### config.mk
export PLATFORM = sky130hd
export DESIGN_NAME = au_operand_arbiter
export DESIGN_NICKNAME = d
export VERILOG_FILES = /design/src/rtl/au_operand_arbiter.sv
export SDC_FILE = /design/constraint.sdc
export NUM_CORES = 1
export LEC_CHECK = 0
export BUFFER_PORTS_ARGS = -buffer_cell sky130_fd_sc_hd__buf_2
export CORE_MARGIN = 8
export CORE_UTILIZATION = 40
export DETAILED_ROUTE_END_ITERATION = 12
export GPL_ROUTABILITY_DRIVEN = 0
export PLACE_DENSITY = 0.6
export SETUP_SLACK_MARGIN = 0.02
export SLEW_MARGIN = 0
export SYNTH_ARGS = -nofsm -noshare
export SYNTH_HDL_FRONTEND = slang
export SYNTH_SLANG_ARGS = --single-unit
### constraint.sdc
create_clock -name clk -period 5.5 [get_ports clk]
set_input_delay 0.55 -clock clk [delete_from_list [all_inputs] [get_ports clk]]
set_output_delay 0.55 -clock clk [all_outputs]
set_load 0.02 [all_outputs]
### src/rtl/au_operand_arbiter.sv
// au_operand_arbiter: round-robin burst arbiter for the arithmetic unit's
// 32-bit 4:1 operand mux. One requester holds the grant for up to MAX_BURST
// accepted beats, or until it drops req. The grant, the mux select and busy
// are registered. out_valid and ack are combinational, so the handshake has
// zero latency.
module au_operand_arbiter #(
  parameter int MAX_BURST = 4,
  parameter int CNT_W     = 8
) (
  input  logic       clk,
  input  logic       rst_n,
  input  logic [3:0] req,
  input  logic       out_ready,
  output logic [3:0] gnt,
  output logic       s1,
  output logic       S0,
  output logic       out_valid,
  output logic [3:0] ack,
  output logic       busy
);

  localparam int NUM_REQ = 4;

  typedef enum logic {
    IDLE  = 1'b0,
    GRANT = 1'b1
  } state_e;

  state_e           state_q;
  logic [3:0]       gnt_q;
  logic [1:0]       idx_q;    // granted index, also drives {s1,S0}
  logic [1:0]       ptr_q;    // highest-priority requester for the next arbitration
  logic [CNT_W-1:0] cnt_q;    // beats accepted in the current burst
  logic [CNT_W-1:0] cnt_d;

  logic [1:0]       pick_idx;
  logic             pick_vld;
  logic             beat;
  logic             last_beat;
  logic             req_held;

  // Scan ptr, ptr+1, ... (mod 4). Scanning from the farthest slot down lets
  // the nearest set bit overwrite the others.
  always_comb begin
    pick_idx = ptr_q;
    pick_vld = 1'b0;
    for (int k = NUM_REQ - 1; k >= 0; k--) begin
      if (req[ptr_q + 2'(k)]) begin
        pick_idx = ptr_q + 2'(k);
        pick_vld = 1'b1;
      end
    end
  end

  // Handshake. It is gated by rst_n so that a reset cycle never produces a beat.
  assign req_held  = req[idx_q];
  assign out_valid = rst_n & (state_q == GRANT) & req_held;
  assign beat      = out_valid & out_ready;
  assign last_beat = (cnt_q == CNT_W'(MAX_BURST - 1));
  assign cnt_d     = cnt_q + CNT_W'(1);

  // Per-requester accept strobe
  for (genvar i = 0; i < NUM_REQ; i++) begin : g_ack
    assign ack[i] = gnt_q[i] & beat;
  end

  // Arbitration FSM: IDLE picks a winner, GRANT streams beats until release
  always_ff @(posedge clk) begin
    if (!rst_n) begin
      state_q <= IDLE;
      gnt_q   <= '0;
      idx_q   <= '0;
      ptr_q   <= '0;
      cnt_q   <= '0;
    end else begin
      case (state_q)
        IDLE: begin
          if (pick_vld) begin
            state_q <= GRANT;
            gnt_q   <= 4'b0001 << pick_idx;
            idx_q   <= pick_idx;
            cnt_q   <= '0;
          end
        end
        GRANT: begin
          // A req drop releases the grant with no beat, because out_valid is
          // low in that cycle. That also covers a drop that coincides with
          // the final beat of a burst.
          if (!req_held || (beat && last_beat)) begin
            state_q <= IDLE;
            gnt_q   <= '0;
            ptr_q   <= idx_q + 2'd1;
            cnt_q   <= '0;
          end else if (beat) begin
            cnt_q   <= cnt_d;
          end
        end
        default: begin
          state_q <= IDLE;
          gnt_q   <= '0;
        end
      endcase
    end
  end

  assign gnt  = gnt_q;
  assign s1   = idx_q[1];
  assign S0   = idx_q[0];
  assign busy = (state_q == GRANT);

endmodule

# Word-level counts from Yosys, hierarchy flattened
# Cells that the tools add are included.
# W data, S select, Z words.
[totals]
regBits = 17
inputBits = 7
word_cells = 63
[classes]
add_sub_neg = 5
magnitude_cmp = 5
n_eq_ne = 4
n_shift = 1
muxes = 28
bitwise_logic = 8
reduce_logical = 7
[ops]
columns = ["cell", "n"]
rows = [
  ["$mux W8", 3],
  ["$pmux W8 S2", 1],
  ["$lt A2 B3 Y1 const B", 5],
  ["$mux W1", 11],
  ["$bmux W1 S2", 5],
  ["$add A8 B1 Y8 const B", 1],
  ["$eq A8 B2 Y1 const B", 1],
  ["$mux W2", 4],
  ["$mux W4", 2],
  ["$pmux W4 S2", 1],
  ["$reduce_and A2 Y1", 4],
  ["$and A1 B1 Y1", 7],
  ["$add A2 B1 Y2 const B", 2],
  ["$add A2 B2 Y2 const B", 2],
  ["$shl A1 B2 Y4 const A", 1],
  ["$ne A3 B1 Y1 const B", 1],
  ["$ne A2 B1 Y1 const B", 1],
  ["$ne A2 B2 Y1 const B", 1],
  ["$pmux W1 S2", 1],
  ["$logic_and A1 B1 Y1", 1],
  ["$logic_not A1 Y1", 1],
  ["$logic_or A1 B1 Y1", 1],
  ["$not A1 Y1", 1],
]

# Longest topological paths before layout
# Gate-level depths: netlist of the first run.
[logic_depth]
word_depth = 10
ltp_mapped = 5
mapped_depth_nobuf = 5

# Least setup slack after synthesis of the first run
# OpenSTA, ideal clock, no wires.
[synth_timing]
path_type = "register -> output"
start = "reg idx_q[1]"
end = "out out_valid"
t_arrival_ns = 1.441
setup_slack_ns = 3.509
path_stages_with_launch = 3
cell_sequence = "dfxtp_1 mux4_2 and3_2"
[synth_between]
elab_chain_cells = 3
[synth_rtl]
columns = ["element", "line_no", "rtl"]
rows = [
  ["from (decl)", "31", "logic [1:0] idx_q;"],
  ["from (signal assigned)", "81", "idx_q <= pick_idx;"],
  ["$bmux W1 S2", "56", "assign req_held = req[idx_q];"],
  ["$mux W1 (implied by the code)", "56", ""],
  ["$and A1 B1 Y1", "57", "assign out_valid = rst_n & (state_q == GRANT) & req_held;"],
  ["to (decl)", "17", "output logic out_valid,"],
]
# No other way between the ends. The select of a mux whose other input is x is not followed.

# Worst setup path in the final report of the first run
# Ends and elaborated chain as after synthesis.

==> summary.txt, run 1 <==
Run status
  – Status: finished, final reports clean

Worst setup path
  – Critical Path Start: idx_q[1]
  – CP Launch Type: register
  – FF-to-FF setup slack: 3480 ps
  – Crit path kind: register to output pin
  – Worst setup EP type: output pin
  – Slowest stage delay, CP: 670 ps
  – Crit-path leading delay family: multiplexers
  – Reg2reg end: gnt[0]
  – Worst path slowest cell: mux4_2
  – Worst-case reg-to-reg path depth: 5
  – WP buf/inv: 1
  – Arrival time at the worst endpoint: around 1800 ps
  – CP Cell Sequence: mux4_2 -> and3_2 -> buf_2
  – Worst EP required: 4950 ps
  – Worst-path fanout max: 9
  – Worst r2r src: cnt_q[0]

STA
  – Worst-margin pin slew: 474 ps
  – Peak Freq: between 0.4 and 0.5 GHz
  – Setup tns final: 0 ps
  – Unrepaired setup endpoints after global routing: false
  – Pins over their slew limit: 0
  – Final setup violating endpoints: 0
  – Min cycle time layout: 2360 ps
  – Hold violation count in the final report: 0
  – Slew margin rel.: 68.4%
  – Clk_skew: slightly above 7 ps
  – Period Utilization, post-route: about 43%

Clock tree
  – CTS Sinks: 17
  – Clock buffer depth: 2
  – H-tree depth: 1
  – Clk_lat worst skew: ~290 ps
  – Clock Tree Root: clkbuf_4
  – CTS tree: built
  – Num CTS Buffers: 3
  – CTS resizes: 0
  – Hold-fix buffers, CTS: 0
  – Reg clk slew, reported paths: 100 ps
  – Post-CTS Setup Inserts: 0

Finish
  – Post-Layout Inst Area: around 1200 um^2
  – Nets: 149
  – N_diodes: 0
  – Layout fillers: 259
  – Commonest non-fill, non-tap cell in the layout: buf_2
  – Area Overhead vs Synth: 12.1%
  – Most frequent cells in the layout: 18 x buf_2, 17 x dfxtp_1, 12 x a21oi_1, 12 x nand2_1, 10 x nand3_1
  – Layout cell share with drive strength beyond 1: 25.0%
  – Post-layout util: 47.6%

Synth
  – Post-Syn Nets: roughly 130
  – Async set or reset register ratio after synthesis: 0%
  – Syn_area_per_cell: 8.56 um^2
  – EDFF count, synth: 0
  – #FFs+latches synth: 17
  – Synth cell types: 46
  – Mapped Area: 1060 um^2
  – Syn Inst Count: 124
  – Warnings from Yosys: 0
  – Main synth FF type: dfxtp_1
  – Sequential area share after synthesis: 32.1%

Power and ir drop
  – Leak Pwr: between 0.4 and 0.5 nW
  – Peak supply drop: 0.141 mV
  – Pwr/cell area: about 230 nW/um^2

Global routing
  – First-pass GRT wire length: 4690 um
  – Number of global-route vias before repair: 990
  – Gr usage total: 13.0%
  – Largest net degree at the start of global routing: 15
  – Gr ovfl total: 0
  – Antenna violations before repair: 0

Min path
  – Hold Crit Class: register to register
  – Hold Path Sink: gnt[0]
  – WHS Path Cells: 2
  – Min-delay src: gnt[0]

Die
  – Cell Rows: 18
  – I/O pin cnt: 19
  – Die X: around 68 um
  – Initial Util: 42.4%
  – DIE AREA: 4560 um^2
  – Die Height: 67.5 um
  – Core Area: 2500 um^2

Routing
  – Total Routed Length: between 2000 and 3000 um
  – DR WL/cell: approximately 16 um
  – First-pass DRT Iterations: 4
  – DR DRC count: 0
  – Initial DRC count: 49
  – Final ANT Viol Nets: 0
  – Vias per cell: about 6.2
  – DR vias: 1049

Placement
  – DP Area: 1160 um^2
  – Buffers on Ports: 18
  – Post-DP HPWL: between 1500 and 2000 um

Job
  – MaxCap Viol Count: 0
==> worst max path at each step <==
stage | slack, ps | depth (start not counted) | end
after floorplan | 3510 | 2 | out_valid
after global placement | 3260 | 4 | out_valid
after detailed placement | 3240 | 4 | out_valid
after CTS | 3130 | 3 | out_valid
after global routing | 3060 | 3 | out_valid
final | 3140 | 3 | out_valid
==> metrics by stage <==
| stage | total power (W) | setup slack [ps] | hold WS [ps] | cells |
|---|---|---|---|---|
| final | 0.000272 | 3140 | 481 | 170 |
| after global routing | 0.000288 | 3060 | 509 | 170 |
| after detailed placement | 0.000206 | 3240 | 465 | 166 |
| after CTS | 0.000273 | 3130 | 480 | 170 |
| after floorplan | 0.000187 | 3510 | 461 | 124 |
| after global placement | 0.000205 | 3260 | 468 | 166 |
==> cells in the mapped netlist, types with 3 or more instances <==
master	instances	area share [%]
buf_2	3	1.4
a21oi_1	12	5.7
o32ai_1	4	3.3
clkbuf_1	3	1.1
nand2_1	12	4.2
dfxtp_1	17	32
nor2_1	3	1.1
a21o_1	3	2.1
and3_2	5	3.5
o21a_1	4	2.8
nand3_1	10	4.7
nand2b_1	4	2.4
==> where the power goes <==
part | internal [W] | switching, W
logic | 0.0000249 | 0.0000410
clock network | 0.0000271 | 0.0000409
registers | 0.000129 | 0.00000848
total | 0.000181 | 0.0000904
==> sequential cells by signal, indices dropped and copies added (netlist names) <==
register and flops:
idx_q 2, busy 1, cnt_q 8, gnt 4, ptr_q 2
==> area by class of cell <==
cell class | count | area, um^2 | area share [%]
Clock inverter | 1 | 5.00 | 0.421
Clock buffer | 3 | 22.5 | 1.89
Sequential cell | 17 | 340 | 28.6
Inverter | 2 | 7.51 | 0.631
Tap cell | 30 | 37.5 | 3.15
Multi-Input combinational cell | 99 | 687 | 57.7
Timing Repair Buffer | 18 | 90.1 | 7.57
==> worst register-to-register path: stages (launching register included) <==
cell,delay (ps)
dfxtp_1,380
ha_1,260
or4b_1,510
o31ai_4,380
a21o_1,260
o32ai_1,110
==> cells by family after synthesis <==
group	Yosys count	share of synthesized area, %
compound gates	45	32.0
fa+ha+maj	1	1.18
flops	17	32.1
xor+xnor	1	0.826
simple gates	50	26.5
buf+inv	8	3.18
mux	2	4.24
==> per-layer routing <==
metal | track usage, % | vias up | share of wire [%] | wire length (um)
li1 | - | 521 | - | -
met1 | 16.3 | 501 | 46 | 1210
met2 | 20.6 | 25 | 47 | 1250
met3 | 4.64 | 2 | 6.8 | 181
met4 | 3.39 | 0 | 0.75 | 20
met5 | 0 | - | 0 | 0
Power figures use the tool's default switching activity.
==> inputs of run 2 (changes only) <==
--- a/config.mk
+++ b/config.mk
@@ -10,7 +10,7 @@
 export CORE_UTILIZATION = 40
 export DETAILED_ROUTE_END_ITERATION = 12
 export GPL_ROUTABILITY_DRIVEN = 0
-export PLACE_DENSITY = 0.6
+export PLACE_DENSITY = 0.63
 export SETUP_SLACK_MARGIN = 0.02
 export SLEW_MARGIN = 0
 export SYNTH_ARGS = -nofsm -noshare
==> constraint.sdc (replaced) <==
create_clock -name clk -period 2 [get_ports clk]
set_input_delay 0.2 -clock clk [delete_from_list [all_inputs] [get_ports clk]]
set_output_delay 0.2 -clock clk [all_outputs]
set_load 0.02 [all_outputs]
==> run 2 against run 1 <==
Effect of this change: setup slack worse by 3000 ps; worst hold slack lost 230 ps; cell area increased by 4.0%; global-route usage is 0.29 points higher; core utilization up 1.9 points; non-clock buffer count up 6; power increased to 2.8 times the previous value; clock skew fell by 3.0 ps; largest power group unchanged.
==> summary.txt, run 2 (same netlist as run 1, synthesis figures left out) <==
Global routing
  – Met2 Track Usage GR: 21.5% (was 20.6%)
  – Antenna violations before repair: 0 (unchanged)
  – Met1 Use GR: 16.0% (was 16.3%)
  – Gr ovfl total: 0 (unchanged)
  – Gr usage total: 13.3% (was 13.0%)
  – First-pass GRT wire length: 4800 um (was 4690 um)
  – Grt peak-use layer: met2 (unchanged)
  – Met3 usage: 3.48% (was 4.64%)
  – Number of global-route vias before repair: 1044 (was 990)
  – Largest net degree at the start of global routing: 15 (unchanged)

STA
  – Final setup violating endpoints: 0 (unchanged)
  – Peak Freq: between 0.5 and 0.6 GHz
  – Unrepaired setup endpoints after global routing: true (was false)
  – Worst setup margin: 94.4 ps (was 3140 ps)
  – Slew margin rel.: 70.6% (was 68.4%)
  – Min cycle time layout: 1910 ps
  – Period Utilization, post-route: 95.3%
  – Hold violation count in the final report: 0 (unchanged)
  – Pins over their slew limit: 0 (unchanged)
  – Final hold slack: 253 ps (was 481 ps)
  – Clk_skew: 4.18 ps (was 7.17 ps)
  – Worst-margin pin slew: 441 ps (was 474 ps)
  – Setup tns final: 0 ps (unchanged)

Placement
  – Buffers on Ports: 18 (unchanged)
  – Post-DP HPWL: 2100 um (was 1990 um)
  – Setup WS pre-CTS: 108 ps (was 3240 ps)
  – DP Area: 1190 um^2 (was 1160 um^2)

Finish
  – Most frequent cells in the layout: 18 x buf_2, 16 x dfxtp_1, 12 x a21oi_1, 12 x nand2_1, 10 x nand3_1 (was 18 x buf_2, 17 x dfxtp_1, 12 x a21oi_1, 12 x nand2_1, 10 x nand3_1)
  – Post-layout util: 49.5% (was 47.6%)
  – Largest reg by FF count: cnt_q (unchanged)
  – Layout cell share with drive strength beyond 1: 28.1% (was 25.0%)
  – Nets: 155 (was 149)
  – Area Overhead vs Synth: 16.6% (was 12.1%)
  – Post-Layout Inst Area: 1240 um^2 (was 1190 um^2)
  – Commonest non-fill, non-tap cell in the layout: buf_2 (unchanged)
  – N_diodes: 0 (unchanged)
  – Largest register FFs: 8 (unchanged)
  – Layout fillers: 241 (was 259)

Routing
  – Total Routed Length: 2680 um (was 2660 um)
  – Vias per cell: 5.98 (was 6.17)
  – DR vias: 1053 (was 1049)
  – Initial DRC count: 44 (was 49)
  – DR WL/cell: 15.3 um (was 15.7 um)
  – First-pass DRT Iterations: 4 (unchanged)
  – Final ANT Viol Nets: 0 (unchanged)
  – DR DRC count: 0 (unchanged)

Power and ir drop
  – Peak supply drop: 0.300 mV (was 0.141 mV)
  – Pwr/cell area: 620 nW/um^2 (was 228 nW/um^2)
  – Leak Pwr: 0.477 nW (was 0.449 nW)

Worst setup path
  – Worst path slowest cell: mux4_2 (unchanged)
  – Slowest stage delay, CP: 520 ps (was 670 ps)
  – CP Launch Type: register (unchanged)
  – Arrival time at the worst endpoint: 1710 ps (was 1810 ps)
  – CP Cell Sequence: mux4_2 -> buf_4 -> and3_2 -> buf_2 (was mux4_2 -> and3_2 -> buf_2)
  – Worst EP required: 1800 ps (was 4950 ps)
  – Crit path kind: register to output pin (unchanged)
  – Worst setup EP type: output pin (unchanged)
  – Worst-path fanout max: 7 (was 9)

Die
  – DIE AREA: 4560 um^2 (unchanged)
  – Cell Rows: 18 (unchanged)
  – I/O pin cnt: 19 (unchanged)
  – Core Area: 2500 um^2 (unchanged)
  – Initial Util: 42.4% (unchanged)
  – Die X: 67.5 um (unchanged)
  – Die Height: 67.5 um (unchanged)

Clock tree
  – Clock Tree Root: clkbuf_4 (unchanged)
  – Reg clk slew, reported paths: 100 ps (about the same)
  – Hold-fix buffers, CTS: 0 (unchanged)
  – Num CTS Buffers: 3 (unchanged)
  – Clk_lat worst skew: 290 ps (about the same)
  – CTS Sinks: 17 (unchanged)
  – CTS tree: built (unchanged)
  – Clock buffer depth: 2 (unchanged)
  – H-tree depth: 1 (unchanged)

Job
  – MaxCap Viol Count: 0 (unchanged)

Min path
  – Hold Crit Class: input port to register (was register to register)

Run status
  – Status: finished, final reports clean (unchanged)
run 2: cell count changes in the layout (fill, tap and decap cells not counted), sizes merged:
cell    change
clkbuf      +1
buf         +6
clkinv      -1
run 2: path summary, 6_finish.rpt:
| check | start | endpoint | slack (ps) | cells after the start |
|---|---|---|---|---|
| setup / recovery | idx_q[1] | out_valid | 90 | 4 |
| hold / removal | rst_n | gnt[0] | 250 | 3 |
| setup reg to reg | cnt_q[0] | gnt[2] | 130 | 5 |
| hold reg to reg | gnt[0] | gnt[0] | 480 | 2 |
run 2: power breakdown:
group	internal, W	leakage, nW	switching, W	total (W)
clock network	0.0000776	0.0150	0.000112	0.000190
logic	0.0000823	0.323	0.000121	0.000203
registers	0.000355	0.139	0.0000196	0.000374
run 2: timing repair:
item / in CTS / in global routing
setup endpoints to repair: 5 / 11
pin swaps: 0 / 1
buffers inserted: 1 / 1
resized for setup: 1 / 1
run 2: cell type report:
type	instances	area [um^2]	share of cell area [%]
clock buffers	4	26.3	2.12
well taps	30	37.5	3.03
multi-input cells	99	687	55.5
inverters	2	7.51	0.607
flip-flops and latches	17	344	27.8
repair buffers	24	135	10.9
run 2: through the flow:
| stage | cells | total power [W] |
|---|---|---|
| floorplan | 124 | 0.000515 |
| global placement | 170 | 0.000572 |
| detailed placement | 170 | 0.000577 |
| CTS | 175 | 0.000768 |
| global route | 176 | 0.000807 |
| finish | 176 | 0.000767 |
run 2: worst max-delay path: cells and delay by family (launching register included):
family | cells | cell delay (ps)
mux | 1 | 520
flops | 1 | 360
buf+inv | 2 | 340
simple gates | 1 | 200
run 2: routing by layer:
layer | up-vias | part of all wire, %
li1 | 528 | -
met1 | 488 | 44
met2 | 33 | 47
met3 | 4 | 7.3
met4 | 0 | 1.3
met5 | - | 0
==> inputs of run 3 (changes only) <==
--- a/config.mk
+++ b/config.mk
@@ -11,6 +11,7 @@
 export DETAILED_ROUTE_END_ITERATION = 12
 export GPL_ROUTABILITY_DRIVEN = 0
 export PLACE_DENSITY = 0.63
+export RECOVER_POWER = 50
 export SETUP_SLACK_MARGIN = 0.02
 export SLEW_MARGIN = 0
 export SYNTH_ARGS = -nofsm -noshare
==> run 3 against run 2 <==
Effect of this change: clock skew up 0.55 ps; first-iteration DRC count unchanged; via count rose by 0.19%; final cell count unchanged; combinational power is essentially flat; register-to-register slack hardly changed; clock-buffer cell count stayed put; power decreased by 0.28%; non-clock buffer count is the same; cell area fell by 1.0%; critical path type unchanged.
==> summary.txt, run 3 (same netlist as run 1, synthesis figures left out) <==
Clock tree
  – Clk_lat worst skew: 290 ps (about the same)
  – Hold-fix buffers, CTS: 0 (unchanged)
  – Clock buffer depth: 2 (unchanged)
  – Reg clk slew, reported paths: 100 ps (about the same)
  – Clock Tree Root: clkbuf_4 (unchanged)
  – CTS Sinks: 17 (unchanged)
  – H-tree depth: 1 (unchanged)
  – CTS tree: built (unchanged)
  – Num CTS Buffers: 3 (unchanged)

Global routing
  – First-pass GRT wire length: 4800 um (unchanged)
  – Gr usage total: 13.3% (unchanged)
  – Number of global-route vias before repair: 1044 (unchanged)
  – Largest net degree at the start of global routing: 15 (unchanged)
  – Gr ovfl total: 0 (unchanged)
  – Antenna violations before repair: 0 (unchanged)

Min path
  – Hold Crit Class: input port to register (unchanged)
  – WHS Path Cells: 3 (unchanged)
  – Hold Path Sink: gnt[0] (unchanged)
  – Min-delay src: rst_n (unchanged)

STA
  – Worst-margin pin slew: 459 ps (was 441 ps)
  – Setup tns final: 0 ps (unchanged)
  – Period Utilization, post-route: 95.1% (was 95.3%)
  – Unrepaired setup endpoints after global routing: true (unchanged)
  – Final setup violating endpoints: 0 (unchanged)
  – Peak Freq: 0.526 GHz (was 0.525 GHz)
  – Hold violation count in the final report: 0 (unchanged)
  – Slew margin rel.: 69.3% (was 70.6%)
  – Pins over their slew limit: 0 (unchanged)
  – Clk_skew: 4.73 ps (was 4.18 ps)
  – Min cycle time layout: 1900 ps (was 1910 ps)

Finish
  – Most frequent cells in the layout: 16 x dfxtp_1, 12 x a21oi_1, 12 x nand2_1 (was 18 x buf_2, 16 x dfxtp_1, 12 x a21oi_1, 12 x nand2_1, 10 x nand3_1)
  – Post-Layout Inst Area: 1220 um^2 (was 1240 um^2)
  – N_diodes: 0 (unchanged)
  – Nets: 155 (unchanged)
  – Post-layout util: 49.0% (was 49.5%)
  – Largest register FFs: 8 (unchanged)
  – Area Overhead vs Synth: 15.4% (was 16.6%)
  – Layout cell share with drive strength beyond 1: 22.6% (was 28.1%)
  – Multi-input gate area: 687 um^2 (unchanged)
  – Largest reg by FF count: cnt_q (unchanged)
  – Layout fillers: 245 (was 241)
  – Flip-flop and latch area: 344 um^2 (unchanged)
  – Commonest non-fill, non-tap cell in the layout: dfxtp_1 (was buf_2)

Worst setup path
  – Crit path kind: register to output pin (unchanged)
  – Worst EP required: 1800 ps (about the same)
  – Arrival time at the worst endpoint: 1700 ps (was 1710 ps)
  – Worst-case reg-to-reg path depth: 5 (unchanged)
  – Reg2reg end: gnt[2] (unchanged)
  – CP Launch Type: register (unchanged)
  – FF-to-FF setup slack: 130 ps (about the same)
  – Worst-path fanout max: 7 (unchanged)
  – Worst r2r src: cnt_q[0] (unchanged)
  – Worst setup EP type: output pin (unchanged)

Die
  – I/O pin cnt: 19 (unchanged)
  – DIE AREA: 4560 um^2 (unchanged)
  – Core Area: 2500 um^2 (unchanged)
  – Cell Rows: 18 (unchanged)
  – Initial Util: 42.4% (unchanged)
  – Die Height: 67.5 um (unchanged)
  – Die X: 67.5 um (unchanged)

Routing
  – Vias per cell: 5.99 (was 5.98)
  – Initial DRC count: 44 (unchanged)
  – DR vias: 1055 (was 1053)
  – DR DRC count: 0 (unchanged)
  – Final ANT Viol Nets: 0 (unchanged)
  – Total Routed Length: 2700 um (was 2680 um)
  – First-pass DRT Iterations: 4 (unchanged)
  – DR WL/cell: 15.3 um (about the same)

Job
  – MaxCap Viol Count: 0 (unchanged)

Power and ir drop
  – Leak Pwr: 0.445 nW (was 0.477 nW)
  – Pwr/cell area: 625 nW/um^2 (was 620 nW/um^2)
  – Peak supply drop: 0.301 mV (was 0.300 mV)

Placement
  – DP Area: 1190 um^2 (unchanged)
  – Buffers on Ports: 18 (unchanged)
  – Post-DP HPWL: 2100 um (unchanged)

Run status
  – Status: finished, final reports clean (unchanged)
run 3: cell count changes in the layout (fill, tap and decap cells not counted), sizes merged:
cell    delta
buf        -8
clkbuf     +8
run 3: critical path, cell delays in order (launching register included):
cell and delay, ps:
dfxtp_4 360, mux4_2 520, buf_4 180, and3_2 200, buf_2 150
run 3: metal layers:
| layer | global-route usage (%) | share of wire (%) | up-vias |
|---|---|---|---|
| li1 | - | - | 525 |
| met1 | 16.0 | 44 | 493 |
| met2 | 21.5 | 48 | 33 |
| met3 | 3.48 | 6.2 | 4 |
| met4 | 6.01 | 1.3 | 0 |
| met5 | 0 | 0 | - |
run 3: how the worst max path moves through the flow:
stage	slack (ps)	cells after the start	startpoint	to
2_1_floorplan	70	4	idx_q[1]	cnt_q[5]
3_3_place_gp	160	5	cnt_q[0]	gnt[1]
3_5_place_dp	110	5	cnt_q[0]	gnt[2]
4_1_cts	40	4	idx_q[1]	out_valid
5_1_grt	20	5	cnt_q[0]	gnt[2]
6_report	100	4	idx_q[1]	out_valid
run 3: final cells by class:
| type | count | share of cell area [%] |
|---|---|---|
| multi-input combinational | 99 | 56.1 |
| inverter | 2 | 0.613 |
| timing repair buffer | 24 | 10.0 |
| tap | 30 | 3.06 |
| sequential | 17 | 28.1 |
| clock buffer | 4 | 2.15 |
run 3: metrics by stage:
stage          setup slack [ps]  power (W)  hold slack [ps]  std cells
6_report                   97.4   0.000765              253        176
4_1_cts                    42.0   0.000768              251        175
5_1_grt                    15.9   0.000804              280        176
2_1_floorplan              67.2   0.000515              418        124
3_5_place_dp                108   0.000577              463        170
3_3_place_gp                164   0.000572              463        170
run 3: repair_timing:
| action | 4_1_cts | 5_1_grt |
|---|---|---|
| endpoints found under the setup margin | 5 | 11 |
| buffers inserted | 1 | 1 |
| cloned | 0 | 0 |
| pin swaps | 0 | 1 |
| gates resized for setup | 1 | 1 |
run 3: where the power goes:
part	leakage [nW]	switching (W)	internal [W]
Combinational	0.291	0.000121	0.0000790
Sequential	0.139	0.0000202	0.000355
Clock	0.0150	0.000112	0.0000776
Total	0.445	0.000254	0.000511
